===== src/rtl/cpu_bus_master.sv =====
// 65C02-style bus master: derives PHY2 from clk25 and runs read/write bus cycles
// from a one-deep command slot. Optional burst commands under CPU_BUS_MASTER_BURST_EN.
module cpu_bus_master #(
    parameter int unsigned ADDR_W     = 16,
    parameter int unsigned HALF_CYCLE = 6,
    parameter int unsigned ADDR_HOLD  = 1,
    parameter int unsigned DATA_SETUP = 3,
    parameter logic [15:0] CS_BASE    = 16'h9F20,
    parameter logic [15:0] CS_MASK    = 16'hFFE0
) (
    input  logic              clk25,
    input  logic              bus_res_n,
    input  logic              cmd_valid,
    output logic              cmd_ready,
    input  logic              cmd_write,
    input  logic [ADDR_W-1:0] cmd_addr,
    input  logic [7:0]        cmd_wdata,
`ifdef CPU_BUS_MASTER_BURST_EN
    input  logic [3:0]        cmd_len,
`endif
    output logic              rsp_valid,
    output logic              rsp_write,
    output logic [7:0]        rsp_rdata,
    output logic              bus_phy2,
    output logic [ADDR_W-1:0] bus_a,
    output logic              bus_cs_n,
    output logic              bus_rw_n,
    output logic [7:0]        bus_d_out,
    output logic              bus_d_oe,
    input  logic [7:0]        bus_d_in
);

    localparam int unsigned       CNT_W      = $clog2(HALF_CYCLE);
    localparam logic [CNT_W-1:0]  CNT_LAST   = CNT_W'(HALF_CYCLE - 1);
    localparam logic [CNT_W-1:0]  HOLD_LAST  = CNT_W'((ADDR_HOLD == 0) ? 0 : ADDR_HOLD - 1);
    localparam logic [CNT_W-1:0]  SETUP_LAST = CNT_W'((DATA_SETUP == 0) ? 0 : DATA_SETUP - 1);
    localparam logic [ADDR_W-1:0] CS_BASE_W  = ADDR_W'(CS_BASE);
    localparam logic [ADDR_W-1:0] CS_MASK_W  = ADDR_W'(CS_MASK);

    typedef enum logic [1:0] {
        ST_IDLE,
        ST_LOW,
        ST_HIGH
    } state_t;

    state_t              state_q, state_d;
    logic [CNT_W-1:0]    cnt_q, cnt_d;
    logic                phy2_d;
    logic                slot_full_q, slot_full_d;
    logic                slot_write_q, slot_write_d;
    logic [ADDR_W-1:0]   slot_addr_q, slot_addr_d;
    logic [7:0]          slot_wdata_q, slot_wdata_d;
    logic                act_write_q, act_write_d;
    logic [ADDR_W-1:0]   act_addr_q, act_addr_d;
    logic [7:0]          act_wdata_q, act_wdata_d;
    logic                cmd_ready_d;
    logic                rsp_valid_d, rsp_write_d;
    logic [7:0]          rsp_rdata_d;
    logic [ADDR_W-1:0]   bus_a_d;
    logic                bus_cs_n_d, bus_rw_n_d, bus_d_oe_d;
    logic [7:0]          bus_d_out_d;
`ifdef CPU_BUS_MASTER_BURST_EN
    logic [3:0]          slot_len_q, slot_len_d;
    logic [3:0]          rem_q, rem_d;
`endif

    logic wrap_c, fall_c, rise_c, apply_c, setup_c, take_c, accept_c;

    // Phase decode: fall/rise are the edges at which bus_phy2 will toggle
    assign wrap_c   = (cnt_q == CNT_LAST);
    assign fall_c   = wrap_c & bus_phy2;
    assign rise_c   = wrap_c & ~bus_phy2;
    assign apply_c  = (ADDR_HOLD == 0) ? fall_c : (~bus_phy2 && (cnt_q == HOLD_LAST));
    assign setup_c  = (DATA_SETUP == 0) ? rise_c : (bus_phy2 && (cnt_q == SETUP_LAST));
    assign accept_c = cmd_valid & cmd_ready;

    always_comb begin
        state_d      = state_q;
        cnt_d        = wrap_c ? '0 : cnt_q + CNT_W'(1);
        phy2_d       = bus_phy2 ^ wrap_c;
        slot_full_d  = slot_full_q;
        slot_write_d = slot_write_q;
        slot_addr_d  = slot_addr_q;
        slot_wdata_d = slot_wdata_q;
        act_write_d  = act_write_q;
        act_addr_d   = act_addr_q;
        act_wdata_d  = act_wdata_q;
        rsp_valid_d  = 1'b0;
        rsp_write_d  = rsp_write;
        rsp_rdata_d  = rsp_rdata;
        bus_a_d      = bus_a;
        bus_cs_n_d   = bus_cs_n;
        bus_rw_n_d   = bus_rw_n;
        bus_d_out_d  = bus_d_out;
        bus_d_oe_d   = bus_d_oe;
        take_c       = 1'b0;
`ifdef CPU_BUS_MASTER_BURST_EN
        slot_len_d   = slot_len_q;
        rem_d        = rem_q;
`endif

        case (state_q)
            ST_IDLE: begin
                if (fall_c && slot_full_q) take_c = 1'b1;
            end
            ST_LOW: begin
                if (rise_c) state_d = ST_HIGH;
            end
            ST_HIGH: begin
                if (fall_c) begin
                    rsp_valid_d = 1'b1;
                    rsp_write_d = act_write_q;
                    rsp_rdata_d = act_write_q ? 8'h00 : bus_d_in;
                    state_d     = ST_IDLE;
`ifdef CPU_BUS_MASTER_BURST_EN
                    if (rem_q != 4'd0) begin
                        state_d    = ST_LOW;
                        act_addr_d = act_addr_q + ADDR_W'(1);
                        rem_d      = rem_q - 4'd1;
                    end else if (slot_full_q) begin
                        take_c = 1'b1;
                    end
`else
                    if (slot_full_q) take_c = 1'b1;
`endif
                end
            end
            default: state_d = ST_IDLE;
        endcase

        // Slot hands its command to the active register at a fall edge
        if (take_c) begin
            state_d     = ST_LOW;
            act_write_d = slot_write_q;
            act_addr_d  = slot_addr_q;
            act_wdata_d = slot_wdata_q;
            slot_full_d = 1'b0;
`ifdef CPU_BUS_MASTER_BURST_EN
            rem_d       = slot_len_q;
`endif
        end

        if (accept_c) begin
            slot_full_d  = 1'b1;
            slot_write_d = cmd_write;
            slot_addr_d  = cmd_addr;
            slot_wdata_d = cmd_wdata;
`ifdef CPU_BUS_MASTER_BURST_EN
            slot_len_d   = cmd_len;
`endif
        end

        // End of address hold: present the new cycle or return the bus to idle
        if (apply_c) begin
            bus_d_oe_d = 1'b0;
            if (state_d == ST_LOW) begin
                bus_a_d    = act_addr_d;
                bus_rw_n_d = ~act_write_d;
                bus_cs_n_d = ((act_addr_d & CS_MASK_W) != CS_BASE_W);
            end else begin
                bus_a_d    = '0;
                bus_rw_n_d = 1'b1;
                bus_cs_n_d = 1'b1;
            end
        end

        if (setup_c && (state_d == ST_HIGH) && act_write_d) begin
            bus_d_out_d = act_wdata_d;
            bus_d_oe_d  = 1'b1;
        end

`ifdef CPU_BUS_MASTER_BURST_EN
        cmd_ready_d = ~slot_full_d & (rem_d == 4'd0);
`else
        cmd_ready_d = ~slot_full_d;
`endif
    end

    always_ff @(posedge clk25) begin
        if (!bus_res_n) begin
            state_q      <= ST_IDLE;
            cnt_q        <= '0;
            bus_phy2     <= 1'b0;
            slot_full_q  <= 1'b0;
            slot_write_q <= 1'b0;
            slot_addr_q  <= '0;
            slot_wdata_q <= '0;
            act_write_q  <= 1'b0;
            act_addr_q   <= '0;
            act_wdata_q  <= '0;
            cmd_ready    <= 1'b1;
            rsp_valid    <= 1'b0;
            rsp_write    <= 1'b0;
            rsp_rdata    <= '0;
            bus_a        <= '0;
            bus_cs_n     <= 1'b1;
            bus_rw_n     <= 1'b1;
            bus_d_out    <= '0;
            bus_d_oe     <= 1'b0;
`ifdef CPU_BUS_MASTER_BURST_EN
            slot_len_q   <= '0;
            rem_q        <= '0;
`endif
        end else begin
            state_q      <= state_d;
            cnt_q        <= cnt_d;
            bus_phy2     <= phy2_d;
            slot_full_q  <= slot_full_d;
            slot_write_q <= slot_write_d;
            slot_addr_q  <= slot_addr_d;
            slot_wdata_q <= slot_wdata_d;
            act_write_q  <= act_write_d;
            act_addr_q   <= act_addr_d;
            act_wdata_q  <= act_wdata_d;
            cmd_ready    <= cmd_ready_d;
            rsp_valid    <= rsp_valid_d;
            rsp_write    <= rsp_write_d;
            rsp_rdata    <= rsp_rdata_d;
            bus_a        <= bus_a_d;
            bus_cs_n     <= bus_cs_n_d;
            bus_rw_n     <= bus_rw_n_d;
            bus_d_out    <= bus_d_out_d;
            bus_d_oe     <= bus_d_oe_d;
`ifdef CPU_BUS_MASTER_BURST_EN
            slot_len_q   <= slot_len_d;
            rem_q        <= rem_d;
`endif
        end
    end

endmodule


===== config.mk =====
export PLATFORM = sky130hd
export DESIGN_NAME = cpu_bus_master
export DESIGN_NICKNAME = d
export VERILOG_FILES = /design/src/rtl/cpu_bus_master.sv
export SDC_FILE = /design/constraint.sdc
export NUM_CORES = 1
export LEC_CHECK = 0
export CORE_MARGIN = 2
export CORE_UTILIZATION = 45
export CTS_BUF_LIST = sky130_fd_sc_hd__clkbuf_8
export DETAILED_ROUTE_END_ITERATION = 12
export PLACE_DENSITY = 0.76
export SYNTH_ARGS = -nofsm -noshare
export SYNTH_HDL_FRONTEND = slang
export SYNTH_SLANG_ARGS = --single-unit

===== constraint.sdc =====
create_clock -name clk25 -period 2.8 [get_ports clk25]
set_input_delay 0.7 -clock clk25 [delete_from_list [all_inputs] [get_ports clk25]]
set_output_delay 0.7 -clock clk25 [all_outputs]
set_load 0.03 [all_outputs]

==> results by stage <==
Run status:
- The flow ran to the end, and the final reports show no timing, DRC or antenna violations.

Setup path:
- In this run the critical register-to-register path is launched from cnt_q[1]$_SDFF_PP0_.
- The sort of element at the start of the critical path is a flip-flop.
- The category of the most critical setup path is reg -> reg.
- The worst reg-to-reg path cell count is 9.
- The slack of the worst reg-to-reg path is 0.17 ns.
- The first element of the critical path is cnt_q[1]$_SDFF_PP0_.
- The worst setup path is captured at a flip-flop.
- The signal arrival time at the worst endpoint is 2.87 ns.
- The required time of the critical path is 3.04 ns.
- The endpoint of the lowest-slack register-to-register path is bus_d_out[7]$_SDFFE_PN0P_.
- Along the worst path, the maximum fanout reaches 9.

Logic synthesis:
- Synthesis produced a netlist whose cell count is 403.
- The net count after synthesis is 446.
- After synthesis, flip-flops and latches occupy 50.40% of the total area.
- The fraction of registers with async set or reset after synthesis is 0%.
- The synthesized netlist contains 29 unique library cells.
- The count of yosys warnings during synthesis is 0.
- The summed instance area of the synthesized netlist is 0.003774 mm2.
- After synthesis the netlist holds a flip-flop and latch count of 95.
- Among all flip-flop cells after synthesis, the most frequent one is dfxtp_1.
- The post-synthesis area per instance is 9.364 um2.
- Counting flops with a built-in enable in the synthesized netlist gives 0.

Global routing:
- The total overflow left after global routing is 0.
- The wire length of the first global-routing pass is 12750 um.
- The number of antenna violations at the first check in global routing is 0.
- Across every metal layer, demand over resource in global routing totals 18.06%.
- The largest net degree at the start of global routing is 54.
- The number of global-route vias before repair is 2770.

Power and ir drop:
- Summed over all cells, the static leakage comes to 1.906 nW.
- In this run the power density over the cells is 520.7 mW/mm2.
- The worst IR drop on VDD is 0.3835 mV.
- The total power is 2.510 mW.

Cells and area:
- Of the cells placed in the final design, the portion with a size suffix greater than 1 is 7.128%.
- Relative to the synthesized area, the layout overhead comes to 27.75%.
- Leaving out fill and tap cells, the most frequent cell in the layout is dfxtp_1.
- 0 antenna diodes ended up in the layout.
- The end-of-flow core utilization is 58.97%.
- Registers take 0.001902 mm2.
- Summing all multi-input logic gate instances after layout gives 0.001752 mm2.
- The number of nets in the finished design is 515.
- The count of fill cells added during filler insertion is 719.
- In the layout the commonest cells are 95 x dfxtp_1, 92 x nand2_1, 73 x clkdlybuf4s50_1.

Route:
- For this block, the routed nets add up to 7821 um of wire.
- The detailed router finished its first iteration with 69 violations.
- After detailed routing, the average wire length per cell comes to 13.44 um.
- After detailed routing, the number of remaining DRC violations is 0.
- The number of optimization iterations in the first detailed-route pass is 4.
- The routed layout has 2875 vias.
- The average via count per standard cell is 4.940.
- The count of nets left with antenna violations after detail routing is 0.

Clock network:
- The tree is rooted in a clkbuf_8.
- No sink is reached through more buffers than the 2 on the longest clock path.
- TritonCTS built the clock tree.
- The clock sink count is 95.
- The number of gates resized after cts is 0.
- After clock tree synthesis, the clock-pin slew on the worst setup and hold paths is 0.09 ns.
- The number of buffers inserted during clock tree synthesis is 9.
- The number of hold-repair buffers added at the cts stage is 0.
- The setup fix buffers added after clock tree synthesis is 0.
- The H-tree was split into 3 levels.
- The clock latency reported for the late side of the worst-skew pair is 0.36 ns.

Min path:
- The worst hold path passes through 2 cells.
- The worst hold path begins at slot_addr_q[2]$_SDFFE_PN0P_.
- The min-delay analysis places its worst path in the category reg -> reg.
- The destination of the worst hold path is slot_addr_q[2]$_SDFFE_PN0P_.

STA:
- The relative slew slack is 50.27%.
- Derived from the worst setup path, the maximum achievable clock frequency is 380.6 MHz.
- The number of hold violations in the final report is 0.
- The worst hold slack across all endpoints is 0.4677 ns.
- The transition time at the pin with the least slew margin is 0.7460 ns.
- The final period utilization is 93.84%.
- Adding up every negative setup slack in the final design gives 0 ns.
- Clock skew on the completed layout was measured at 0.01192 ns.
- Setup violations remaining at the end of the flow were counted as 0.
- The number of max-slew violations in the final report is 0.
- Setup repair after global routing left no endpoint under its margin.
- The routed design could run at a clock period as short as 2.627 ns.

Die:
- The die footprint is 0.009135 mm2.
- Row generation in the floorplan step produced 33 rows.
- From left edge to right edge, the die measures 95.58 um.
- The initial cell density of the core is 46.16%.
- The number of top-level design ports is 75.
- The die boundary height is 95.58 um.
- The floorplan core area is 0.008175 mm2.

Placement:
- The final weighted congestion in routability-driven placement is 0.7517.
- Once detailed placement completed, the half-perimeter wirelength came to 5272 um.
- Buffers placed on the I/O ports in this run total 74.

Job:
- Across the run, the number of max-cap violations was 0.
registers in the layout (all words and copies together) (netlist names), 2 cells and up:
signal / flops
cnt_q: 3
bus_a: 16
act_wdata_q: 8
act_addr_q: 16
slot_addr_q: 16
state_q: 2
rsp_rdata: 8
slot_wdata_q: 8
bus_d_out: 8
power by group:
group          total, mW  internal [mW]  leakage [nW]  switching (mW)
clock network      0.926          0.442         0.105           0.484
logic              0.183         0.0934          1.03          0.0899
registers           1.40           1.38         0.770          0.0209
total               2.51           1.92          1.91           0.595
metrics by stage:
| stage | area (um2) | std cells | setup WS, ns |
|---|---|---|---|
| floorplan | 3774 | 403 | 0.5248 |
| global placement | 4616 | 566 | 0.3255 |
| detailed placement | 4616 | 566 | 0.1978 |
| CTS | 4821 | 582 | 0.1771 |
| global route | 4821 | 582 | 0.02316 |
| finish | 4821 | 582 | 0.1726 |
cells by family (layout without fill, tap and decap cells):
family / count (synthesis) / in the layout / share of synthesized area (%)
compound gates: 70 / 70 / 12.04
fa+ha+maj: 7 / 7 / 2.321
buf+inv: 30 / 104 / 3.183
flops: 95 / 95 / 50.40
mux: 24 / 24 / 7.427
simple gates: 177 / 177 / 24.64
cell usage after synthesis (all sizes together), types with 3 or more instances:
library cell / n / area, um2
a21oi: 9 / 45.04
buf: 4 / 22.52
nand3b: 5 / 50.05
nand2: 92 / 345.3
clkbuf: 20 / 75.07
nor4bb: 3 / 30.03
dfxtp: 95 / 1902
inv: 6 / 22.52
nor2b: 27 / 168.9
and2: 26 / 162.7
o21ai: 20 / 100.1
a21boi: 36 / 270.3
mux2i: 16 / 160.2
mux2: 8 / 120.1
nor3b: 13 / 97.59
ha: 7 / 87.58
layer usage:
metal	vias to the layer above	track usage, %	routed length (um)
met5	-	0	0
met4	0	8.571	162
met3	13	2.846	367
met2	64	30.36	3659
met1	1324	22.59	3632
li1	1474	-	-
critical path: stages, from the launching register on:
cell and delay (ns):
dfxtp_1 0.34, inv_1 0.08, ha_1 0.16, nand2_1 0.09
inv_1 0.12, ha_1 0.28, nand3b_4 0.10, mux2i_1 0.14
or4_1 0.81, mux2_4 0.40
final cells by class:
class	instances	share of cell area, %
clock buffers	10	2.855
clock inverters	6	1.402
inverters	6	0.4672
multi-input cells	278	36.34
flip-flops and latches	95	39.45
well taps	105	2.725
repair buffers	82	16.77
how the worst max path moves through the flow:
stage                                end  slack [ns]  depth (start not counted)
2_1_floorplan  bus_d_out[0]$_SDFFE_PN0P_        0.52                         10
3_5_place_dp   bus_d_out[5]$_SDFFE_PN0P_        0.20                          9
6_report       bus_d_out[7]$_SDFFE_PN0P_        0.17                          9
3_3_place_gp   bus_d_out[2]$_SDFFE_PN0P_        0.33                          9
5_1_grt        bus_d_out[4]$_SDFFE_PN0P_        0.02                          9
4_1_cts        bus_d_out[7]$_SDFFE_PN0P_        0.18                          9
(Power assumes the default switching activity.)
